`config.mk`:
```
export PLATFORM = sky130hd
export DESIGN_NAME = hub75_capture
export DESIGN_NICKNAME = d
export VERILOG_FILES = /design/src/rtl/hub75_pkg.sv /design/src/rtl/hub75_pin_sync.sv /design/src/rtl/hub75_capture.sv
export SDC_FILE = /design/constraint.sdc
export NUM_CORES = 1
export LEC_CHECK = 0
export BUFFER_PORTS_ARGS = -buffer_cell sky130_fd_sc_hd__buf_2
export CAP_MARGIN = 20
export CORE_MARGIN = 2
export CORE_UTILIZATION = 52
export DETAILED_ROUTE_END_ITERATION = 6
export PLACE_DENSITY = 0.73
export SYNTH_ARGS = -nofsm -noshare
export SYNTH_HDL_FRONTEND = slang
export SYNTH_SLANG_ARGS = --single-unit
```
`constraint.sdc`:
```
create_clock -name clk_in -period 31.9 [get_ports clk_in]
set_input_delay 6.38 -clock clk_in [delete_from_list [all_inputs] [get_ports clk_in]]
set_output_delay 6.38 -clock clk_in [all_outputs]
set_load 0.02 [all_outputs]
```
`src/rtl/hub75_pkg.sv`:
```
// rtl/hub75_pkg.sv - shared HUB75 types and constants
// Purpose: types shared by the HUB75 source (hub75_output) and sink (hub75_capture).
// Contents:
//   rgb_t         3-bit {r,g,b} pixel as carried on one half-panel data bus
//   HUB75_ADDR_W  row-address width for the default 32-row scan
//   STAT_SHORT    line_status bit: fewer shift clocks than the panel width
//   STAT_LONG     line_status bit: more shift clocks than the panel width
package hub75_pkg;

  typedef logic [2:0] rgb_t;

  localparam int HUB75_ADDR_W = 5;

  localparam int STAT_SHORT = 0;
  localparam int STAT_LONG  = 1;

endpackage

```
`src/rtl/hub75_pin_sync.sv`:
```
// rtl/hub75_pin_sync.sv - multi-flop pin synchronizer with primed change detect
// Purpose: brings WIDTH asynchronous pins into the clk domain and flags changes.
// Ports:
//   clk   in   sampling clock
//   rst   in   asynchronous active-high reset
//   pin   in   raw asynchronous pins
//   sync  out  pins after SYNC_STAGES flops
//   chg   out  per-bit change flag (sync differs from previous sync value),
//              held at 0 for SYNC_STAGES+1 cycles after reset release
module hub75_pin_sync #(
  parameter int WIDTH       = 1,
  parameter int SYNC_STAGES = 2
) (
  input  logic             clk,
  input  logic             rst,
  input  logic [WIDTH-1:0] pin,
  output logic [WIDTH-1:0] sync,
  output logic [WIDTH-1:0] chg
);

  localparam int PW = $clog2(SYNC_STAGES + 2);
  localparam logic [PW-1:0] PRIME = PW'(SYNC_STAGES + 1);

  logic [SYNC_STAGES-1:0][WIDTH-1:0] stage;
  logic [WIDTH-1:0]                  prev;
  logic [PW-1:0]                     prime;

  always_ff @(posedge clk or posedge rst) begin
    if (rst) begin
      stage <= '0;
      prev  <= '0;
      prime <= PRIME;
    end else begin
      stage <= {stage[SYNC_STAGES-2:0], pin};
      prev  <= stage[SYNC_STAGES-1];
      if (prime != '0) begin
        prime <= prime - PW'(1);
      end
    end
  end

  assign sync = stage[SYNC_STAGES-1];

  // A pin already high at reset release walks through the cleared chain and
  // would look like a rising edge; the priming count masks that window.
  assign chg = (prime == '0) ? (sync ^ prev) : '0;

endmodule

```
`src/rtl/hub75_capture.sv`:
```
// rtl/hub75_capture.sv - HUB75 panel-link sink rebuilding lines onto a valid/ready stream
// Purpose: oversamples HUB75 pins, shifts pixels on hub75_clk rising edges and
//          commits the top/bottom line pair plus row address on hub75_latch rising edges.
// Optional feature macro: HUB75_CAPTURE_OE_CHECK_EN (adds oe_error).
// Ports:
//   clk_in, rst_in           system clock, asynchronous active-high reset
//   hub75_clk/latch/OE       panel shift clock, latch, active-low output enable
//   hub75_addr               row address
//   hub75_rgb0/rgb1          top/bottom half pixel {r,g,b}
//   line0/line1              captured lines, column c at bits [3c+2:3c]
//   line_addr, line_status   captured row address, {long, short} flags
//   tvalid/tready            output line handshake
//   overflow                 one-cycle pulse when a latched line is dropped
//   oe_error                 one-cycle pulse on latch or address change while OE active
module hub75_capture
  import hub75_pkg::*;
#(
  parameter int NUM_COLS    = 64,
  parameter int SCAN_RATE   = 32,
  parameter int SYNC_STAGES = 2
) (
  input  logic                         clk_in,
  input  logic                         rst_in,
  input  logic                         hub75_clk,
  input  logic                         hub75_latch,
  input  logic                         hub75_OE,
  input  logic [$clog2(SCAN_RATE)-1:0] hub75_addr,
  input  logic [2:0]                   hub75_rgb0,
  input  logic [2:0]                   hub75_rgb1,
  output logic [NUM_COLS*3-1:0]        line0,
  output logic [NUM_COLS*3-1:0]        line1,
  output logic [$clog2(SCAN_RATE)-1:0] line_addr,
  output logic [1:0]                   line_status,
  output logic                         tvalid,
  input  logic                         tready,
  output logic                         overflow
`ifdef HUB75_CAPTURE_OE_CHECK_EN
  ,
  output logic                         oe_error
`endif
);

  localparam int AW = $clog2(SCAN_RATE);
  localparam int LW = NUM_COLS * 3;
  localparam int CW = $clog2(NUM_COLS + 2);
  localparam logic [CW-1:0] COLS = CW'(NUM_COLS);
  localparam logic [CW-1:0] SAT  = CW'(NUM_COLS + 1);

  logic [1:0]    ctrl_sync;
  logic [1:0]    ctrl_chg;
  logic [5:0]    rgb_sync;
  logic [5:0]    rgb_chg_unused;
  logic [AW-1:0] addr_sync;
  logic [AW-1:0] addr_chg;
  logic          shift_edge;
  logic          latch_edge;
  rgb_t          rgb0_s;
  rgb_t          rgb1_s;

  hub75_pin_sync #(.WIDTH(2), .SYNC_STAGES(SYNC_STAGES)) u_ctrl_sync (
    .clk  (clk_in),
    .rst  (rst_in),
    .pin  ({hub75_latch, hub75_clk}),
    .sync (ctrl_sync),
    .chg  (ctrl_chg)
  );

  hub75_pin_sync #(.WIDTH(6), .SYNC_STAGES(SYNC_STAGES)) u_rgb_sync (
    .clk  (clk_in),
    .rst  (rst_in),
    .pin  ({hub75_rgb1, hub75_rgb0}),
    .sync (rgb_sync),
    .chg  (rgb_chg_unused)
  );

  hub75_pin_sync #(.WIDTH(AW), .SYNC_STAGES(SYNC_STAGES)) u_addr_sync (
    .clk  (clk_in),
    .rst  (rst_in),
    .pin  (hub75_addr),
    .sync (addr_sync),
    .chg  (addr_chg)
  );

  assign shift_edge = ctrl_chg[0] & ctrl_sync[0];
  assign latch_edge = ctrl_chg[1] & ctrl_sync[1];
  assign rgb0_s     = rgb_sync[2:0];
  assign rgb1_s     = rgb_sync[5:3];

  logic [LW-1:0] shift0, shift1, shift0_nxt, shift1_nxt;
  logic [CW-1:0] count, count_nxt;
  logic          accept;

  // Shift is resolved before the latch looks at it, so a coincident shift
  // and latch edge capture the new pixel in column 0.
  always_comb begin
    shift0_nxt = shift0;
    shift1_nxt = shift1;
    count_nxt  = count;
    if (shift_edge) begin
      shift0_nxt = {shift0[LW-4:0], rgb0_s};
      shift1_nxt = {shift1[LW-4:0], rgb1_s};
      if (count != SAT) begin
        count_nxt = count + CW'(1);
      end
    end
  end

  assign accept = !tvalid || tready;

  always_ff @(posedge clk_in or posedge rst_in) begin
    if (rst_in) begin
      shift0      <= '0;
      shift1      <= '0;
      count       <= '0;
      line0       <= '0;
      line1       <= '0;
      line_addr   <= '0;
      line_status <= '0;
      tvalid      <= 1'b0;
      overflow    <= 1'b0;
    end else begin
      shift0   <= shift0_nxt;
      shift1   <= shift1_nxt;
      count    <= latch_edge ? '0 : count_nxt;
      overflow <= latch_edge && !accept;
      if (latch_edge && accept) begin
        line0                   <= shift0_nxt;
        line1                   <= shift1_nxt;
        line_addr               <= addr_sync;
        line_status[STAT_SHORT] <= (count_nxt < COLS);
        line_status[STAT_LONG]  <= (count_nxt > COLS);
        tvalid                  <= 1'b1;
      end else if (tready) begin
        tvalid <= 1'b0;
      end
    end
  end

`ifdef HUB75_CAPTURE_OE_CHECK_EN
  logic oe_sync;
  logic oe_chg_unused;

  hub75_pin_sync #(.WIDTH(1), .SYNC_STAGES(SYNC_STAGES)) u_oe_sync (
    .clk  (clk_in),
    .rst  (rst_in),
    .pin  (hub75_OE),
    .sync (oe_sync),
    .chg  (oe_chg_unused)
  );

  // Latching or re-addressing while the panel is lit shows up as ghosting.
  always_ff @(posedge clk_in or posedge rst_in) begin
    if (rst_in) begin
      oe_error <= 1'b0;
    end else begin
      oe_error <= !oe_sync && (latch_edge || (addr_chg != '0));
    end
  end
`else
  logic oe_check_unused;
  assign oe_check_unused = ^{addr_chg, hub75_OE};
`endif

endmodule
```
# Yosys cells after proc, flatten, opt, wreduce, memory -nomap -nowiden
# Cells that the tools add are included.
# classes
addsub,2
magnitude_cmp,2
eq_ne,1
mux,8
bitwise_logic,3
reduce_logical,8
# op_table
operator,n
two-way mux 192 bit,2
two-way mux 7 bit,3
"adder 7 x 1 -> 7 bit, second input constant",1
"greater-than comparator 7 bit, second input constant",1
"less-than comparator 7 bit, second input constant",1
"inequality test 7 bit, second input constant",1
nonzero test 2 bit,2
AND 1 bit,2
logical AND 1 bit,2
zero test 1 bit,2
zero test 2 bit,1
two-way mux 1 bit,2
two-way mux 2 bit,1
"subtractor 2 x 1 -> 2 bit, second input constant",1
XOR 2 bit,1
logical OR 1 bit,1
# word_totals
reg_bits,814
inputBits,17
out_inout_bits,393
word_cells,41

# Longest topological paths before layout
# Gate-level depths: netlist (run 1).
# depth
word_depth,5
ltp_mapped,9
mapped_depth_nobuf,7

# Cells and area by module
# A second synthesis (run 1) with hierarchy kept.
# hier_totals
hier_cells,2639
hier_area_um2,32342.3
# by_module_without_submodules
mod,n_inst,cells_each,area_each_um2
hub75_capture,1,2534,30750.7
hub75_pin_sync (u_rgb_sync),1,45,693.2
hub75_pin_sync (u_addr_sync),1,39,595.6
hub75_pin_sync (u_ctrl_sync),1,21,302.8

# Worst setup path before layout (run 1)
# Ideal clock, no wire load.
# synth_timing
path_type,input to register
startpoint,input port tready
endpoint,register line0[159]
setup_ns,0.125
arrival_ns,7.391
required_time_ns,31.775
setup_slack_ns,24.384
stages,4
path_buffers,1
cell_sequence,nand2b_1 nand2_4 clkbuf_1 mux2_2
# synth_via
elab_chain_cells,2
# synth_lines
item,line,source
from (decl),hub75_capture.sv:35,"input logic tready,"
logical OR 1 bit,hub75_capture.sv:108,assign accept = !tvalid || tready;
logical AND 1 bit,hub75_capture.sv:126,if (latch_edge && accept) begin
to (signal assigned),hub75_capture.sv:127,line0 <= shift0_nxt;
to (decl),hub75_capture.sv:30,"output logic [NUM_COLS*3-1:0] line0,"
# No other way between the ends.
# A chain may end at the register's enable or synchronous reset.

# Worst setup path after layout (run 1)
# layout_timing
startpoint,input port tready
endpoint,register line0[105]
# Same word-level chain as after synthesis.

==> flow_summary.json, run 1 <==
{
  "diodes": 0,
  "cts_max_path_buffers": 3,
  "nFillCells": 4563,
  "cts_root_buf": "clkbuf_16",
  "h-tree-depth": 3,
  "synth_xor_area_share_pct": 0.143,
  "cts_tree": "yes",
  "synth_top_area_share_pct": 66.4,
  "utilization_pct": 61.1,
  "drt_pass1_iterations": 7,
  "nets": 2947,
  "fin_worst_skew_ns": 0.0203,
  "slew_violations": 0,
  "fin_crit_ns": 8.66,
  "synth_warnings": 0,
  "vias": 19100,
  "dr.first_iter.drc_count": 1300,
  "timing.final.crit_share_pct": 27.1,
  "synth-simple-area-share_pct": 14.7,
  "crit_required_ns": 32.38,
  "cts_resized": 0,
  "layout-drive-gt1-share_pct": 30.4,
  "drcViolationCount": 0,
  "antenna_found_initial": 0,
  "cts_made_buffers": 82,
  "finalSetupTns_ns": 0,
  "min_path_type": "flip-flop to flip-flop",
  "endpoint_kind": "flip-flop",
  "wl_per_cell_microns": 17.2,
  "relSlewSlack_pct": 20.4,
  "worstMarginPinSlew_ns": 1.19,
  "totalWireLength_microns": 64400,
  "synth_mux_area_share_pct": 14.4,
  "hold_viol": 0,
  "ys_top_cells_by_area": "dfrtp_1 (66%), nand2_1 (14%), mux2_2 (13%)",
  "vdd_drop_max_uv": 52.7,
  "synthCells": 2543,
  "fmax_mhz": 115,
  "ios": 410,
  "synth_top_area_cell": "dfrtp_1",
  "dp.final_hpwl_microns": 40400,
  "critical_path_arrival_ns": 9.14,
  "p_leak_nw": 20.4,
  "start_util_pct": 52.8,
  "clock_latency_ns": 0.62,
  "maxCapViolCount": 0,
  "grt_max_degree": 200,
  "synth_compound_area_share_pct": 0.274,
  "rows": 88,
  "synth_area_sq_mm": 0.0306,
  "p_total_mw": 2.26,
  "ant_nets": 0,
  "first_global_vias": 19800,
  "syn_to_final_growth_pct": 15.8,
  "gp_congestion": 0.809,
  "worst-path-max-fanout": 135,
  "crit_type": "input pin to flip-flop",
  "numPortBuffers": 408,
  "die_area_sq_mm": 0.0608,
  "syn_area_per_cell_sq_um": 12.0,
  "vias_per_cell": 5.10,
  "mappedNetlistNets": 2563,
  "synth_top_family_by_area": "simple AND/OR/NAND/NOR gates",
  "core_sq_mm": 0.0579,
  "synth_fa_ha_area_share_pct": 0.123,
  "path_clk_slew_ns": 0.06,
  "synth_cell_types": 37,
  "die_y_microns": 247,
  "grt_pass1_wl_microns": 104000,
  "rsz0062_at_grt": "no",
  "grt-ovfl-total": 0,
  "postCtsHoldBufs": 0,
  "ys_ff_latch": 814,
  "fp.dieW_microns": 247,
  "grt_usage_pct": 21.3,
  "status": "finished clean",
  "pwr_density_cell_mw_per_mm2": 63.8,
  "cts_setup_buffers": 0,
  "ys_seq_area_share_pct": 66.6,
  "final-setup-viol-count": 0,
  "startpoint_type": "input pin",
  "cts.sinks": 814
}
==> cell usage in the layout, fill, tap and decap left out, drive strengths merged, types with 2 or more instances in the layout <==
cell type     n
or3           3
ha            3
inv           5
o21ai         2
dfrtp       812
bufinv        6
xor2          2
a21oi         3
nor2          9
clkinv       19
nand3         4
xnor2         3
buf         429
dfstp         2
nand2      1160
mux2        390
and4          2
clkbuf      114
==> worst max-delay path, stage by stage <==
cell      delay (ns)
buf_2           0.09
nand2b_1        0.26
nand2_8         0.80
buf_4           0.93
mux2_2          0.43
==> final timing paths <==
check                                                       from                      endpoint  cells past startpoint  slack, ns
worst max-delay path                                      tready        line0[105]$_DFFE_PP0P_                      5      23.24
worst min-delay path               u_rgb_sync.stage[5]$_DFF_PP0_  u_rgb_sync.sync[5]$_DFF_PP0_                      0       0.35
worst max register to register  u_ctrl_sync.prime[1]$_DFFE_PP1P_         line1[67]$_DFFE_PP0P_                      8      28.35
worst min register to register     u_rgb_sync.stage[5]$_DFF_PP0_  u_rgb_sync.sync[5]$_DFF_PP0_                      0       0.35
max in group asynchronous                                 rst_in          shift0[76]$_DFF_PP0_                      6      23.32
min in group asynchronous                                 rst_in        line1[178]$_DFFE_PP0P_                      2       5.95
==> routing by layer <==
layer	vias to the layer above	share of wire [%]	wire, microns	global-route usage (%)
li1	8908	-	-	-
met1	9634	41	26500	27.6
met2	453	49	31600	34.7
met3	120	7.0	4490	6.19
met4	0	2.8	1830	6.89
met5	-	0	0	0
==> power breakdown <==
group          internal, mW  switching (mW)
registers              1.09          0.0296
logic                0.0611           0.132
clock network         0.562           0.387
==> metrics by stage <==
stage / area (sq um) / hold slack [ns] / instances / setup WS (ns)
6_report: 35400 / 0.348 / 3748 / 23.24
5_1_grt: 35400 / 0.356 / 3748 / 22.85
4_1_cts: 35300 / 0.351 / 3745 / 22.76
3_5_place_dp: 32700 / 0.337 / 3605 / 22.09
3_3_place_gp: 32700 / 0.334 / 3605 / 22.25
2_1_floorplan: 30600 / 0.331 / 2543 / 2.66
==> kinds of logic after synthesis <==
| kind of cell | Yosys count |
|---|---|
| buffers and inverters | 133 |
| adder cells (fa/ha/maj) | 3 |
| multiplexers | 391 |
| flip-flops | 814 |
| XOR/XNOR | 5 |
| AO/OA/AOI/OAI | 12 |
| AND/OR/NAND/NOR | 1185 |
==> flip-flops by register name, indices dropped and copies added (netlist names), 5 cells and up <==
register and flops:
count 7, line0 192, line1 192, line_addr 5, shift0 192, shift1 192
u_addr_sync.stage 5, u_addr_sync.sync 5, u_rgb_sync.stage 6, u_rgb_sync.sync 6
==> cell type report <==
cell class              count  area (sq um)  share of cell area, %
clock buffers             114          2340                   6.62
clock inverters            26           329                  0.929
inverters                   4          22.5                 0.0636
multi-input cells        1596          9090                   25.7
flip-flops and latches    814         20400                   57.5
well taps                 765           957                   2.70
repair buffers            429          2290                   6.47
==> Yosys cell counts <==
library cell / n
nand2_1: 1158
dfrtp_1: 812
mux2_2: 347
buf_6: 77
mux2_1: 43
buf_2: 42
clkbuf_1: 8
nor2_1: 8
inv_1: 4
nand3_1: 4
a21oi_1: 3
ha_1: 3
or3_1: 3
xnor2_1: 3
and4_1: 2
buf_4: 2
dfstp_2: 2
o21ai_0: 2
xor2_1: 2
a211oi_1: 1
a221oi_1: 1
a22oi_1: 1
a41oi_1: 1
and3b_1: 1
mux2i_1: 1
nand2_2: 1
nand2_4: 1
nand2b_1: 1
nand3b_1: 1
nand4_1: 1
nand4b_1: 1
nor2_4: 1
nor3_1: 1
o211a_1: 1
o31a_1: 1
o31ai_1: 1
or2_2: 1
No activity file was read; power rests on OpenSTA's default activity.
==> inputs of run 2 (changes only) <==
==> constraint.sdc (replaced) <==
create_clock -name clk_in -period 8.1 [get_ports clk_in]
set_input_delay 1.62 -clock clk_in [delete_from_list [all_inputs] [get_ports clk_in]]
set_output_delay 1.62 -clock clk_in [all_outputs]
set_load 0.02 [all_outputs]
==> run 2 against run 1 <==
First-iteration DRC count is 18% higher. Global-route usage about the same. Via count about the same. Clock power grew to 3.9 times the previous value. Cell area did not move. Core utilization stayed put.
==> flow_summary.json, run 2 (synthesized netlist as in run 1, its figures left out) <==
{
  "numPortBuffers": 408,
  "drcViolationCount": 0,
  "fin_worst_skew_ns": 0.0177,
  "postCtsHoldBufs": 0,
  "totalWireLength_microns": 64800,
  "grt_pass1_wl_microns": 104000,
  "max_stage_delay_ns": 0.53,
  "first_global_vias": 19700,
  "fin_crit_ns": 3.40,
  "reg2reg_depth": 8,
  "rsz0062_at_grt": "no",
  "startpoint_type": "input pin",
  "nets": 2942,
  "placed_area_sq_mm": 0.0327,
  "status": "finished clean",
  "grt-ovfl-total": 0,
  "crit_path_start": "tready",
  "grt_max_degree": 226,
  "clock_latency_ns": 0.62,
  "grt_usage_pct": 21.3,
  "hold_viol": 0,
  "dr.first_iter.drc_count": 1530,
  "rows": 88,
  "path_clk_slew_ns": 0.06,
  "reg2reg_to": "line1[127]$_DFFE_PP0P_",
  "dp.final_hpwl_microns": 39800,
  "vias": 19100,
  "cp_slowest_cell": "nand2_8",
  "worstSetupPathDepth": 5,
  "endpoint": "line1[81]$_DFFE_PP0P_",
  "syn_to_final_growth_pct": 15.8,
  "final_common_cell": "nand2_1",
  "critical_path_arrival_ns": 3.89,
  "maxCapViolCount": 0,
  "die_y_microns": 247,
  "r2r_start": "u_ctrl_sync.prime[1]$_DFFE_PP1P_",
  "drt_pass1_iterations": 5,
  "layout_common_cells": "nand2_1 (1158), dfrtp_1 (812), buf_2 (408)",
  "worstMarginPinSlew_ns": 1.16,
  "vdd_drop_max_uv": 214,
  "pwr_density_cell_mw_per_mm2": 251,
  "start_util_pct": 52.8,
  "nFillCells": 4570,
  "ios": 410,
  "fmax_mhz": 294,
  "ff_latch_area_sq_mm": 0.0204,
  "regToRegSetupSlack_ns": 4.82,
  "p_leak_nw": 20.4,
  "layout-drive-gt1-share_pct": 30.5,
  "worst-path-buf-inv": 2,
  "min_path_type": "flip-flop to flip-flop",
  "cts_made_buffers": 82,
  "crit_type": "input pin to flip-flop",
  "gp_congestion": 0.792,
  "h-tree-depth": 3,
  "worst-path-max-fanout": 157,
  "path_cells": "buf_2 > nand2b_1 > nand2_8 > buf_12 > mux2_2",
  "antenna_found_initial": 1,
  "final-setup-viol-count": 0,
  "cts.sinks": 814,
  "cts_resized": 0,
  "core_sq_mm": 0.0579,
  "endpoint_kind": "flip-flop",
  "crit_required_ns": 8.59,
  "slew_violations": 0,
  "cts_max_path_buffers": 3,
  "cp_top_family": "simple AND/OR/NAND/NOR gates",
  "utilization_pct": 61.1,
  "cts_root_buf": "clkbuf_16",
  "cts_setup_buffers": 0,
  "holdWs_ns": 0.351,
  "relSlewSlack_pct": 22.8,
  "ant_nets": 0,
  "cts_tree": "yes",
  "multi_input_area_sq_mm": 0.00909,
  "final_area_sq_mm": 0.0354,
  "timing.final.crit_share_pct": 41.9,
  "die_area_sq_mm": 0.0608,
  "wl_per_cell_microns": 17.3,
  "vias_per_cell": 5.10,
  "fp.dieW_microns": 247
}
==> run 2: cell types whose count changed in the layout (fill, tap and decap cells not counted), sizes merged <==
cell and delta:
clkinvlp +6, inv +3, bufinv -3, buf -5, clkinv -1, diode +1
==> run 2: metrics by stage <==
stage	setup TNS, ns	setup WS [ns]	instances	power, mW
4_1_cts	0	4.74	3748	8.99
5_1_grt	0	4.57	3749	9.25
2_1_floorplan	-3815.30	-4.69	2543	5.00
3_3_place_gp	0	4.22	3603	5.21
3_5_place_dp	0	4.19	3603	5.24
6_report	0	4.70	3749	8.89
==> run 2: area by class of cell <==
class | instances | area share, %
repair buffers | 424 | 6.42
diodes | 1 | 0.00707
flip-flops and latches | 814 | 57.5
inverters | 4 | 0.0530
well taps | 765 | 2.70
multi-input cells | 1596 | 25.7
clock buffers | 114 | 6.65
clock inverters | 31 | 0.951
==> run 2: routing by layer <==
layer / wire length (microns) / track usage (%) / vias to the layer above
met4: 1860 / 7.73 / 0
li1: - / - / 8895
met2: 31800 / 34.9 / 445
met1: 26700 / 27.4 / 9650
met5: 0 / 0 / -
met3: 4430 / 5.81 / 112
==> run 2: report_power, final <==
group	switching [mW]	total, mW	internal (mW)
Combinational	0.518	0.758	0.240
Clock	1.58	3.73	2.15
Sequential	0.120	4.41	4.29
Total	2.22	8.89	6.67
==> run 2: how the worst min path moves through the flow <==
stage	start	to	cells past startpoint
3_5_place_dp	u_ctrl_sync.stage[1]$_DFF_PP0_	u_ctrl_sync.sync[1]$_DFF_PP0_	0
5_1_grt	u_ctrl_sync.stage[1]$_DFF_PP0_	u_ctrl_sync.sync[1]$_DFF_PP0_	0
6_report	u_addr_sync.stage[0]$_DFF_PP0_	u_addr_sync.sync[0]$_DFF_PP0_	0
2_1_floorplan	u_addr_sync.stage[0]$_DFF_PP0_	u_addr_sync.sync[0]$_DFF_PP0_	0
3_3_place_gp	u_rgb_sync.stage[5]$_DFF_PP0_	u_rgb_sync.sync[5]$_DFF_PP0_	0
4_1_cts	u_ctrl_sync.stage[1]$_DFF_PP0_	u_ctrl_sync.sync[1]$_DFF_PP0_	0
==> run 2: worst register-to-register path, stage by stage (launching register included) <==
cell     delay (ns)
dfstp_2        0.36
inv_1          0.07
ha_1           0.32
and3b_4        0.30
buf_12         0.65
buf_4          0.96
nand2_1        0.27
nand2_1        0.15
mux2_2         0.15
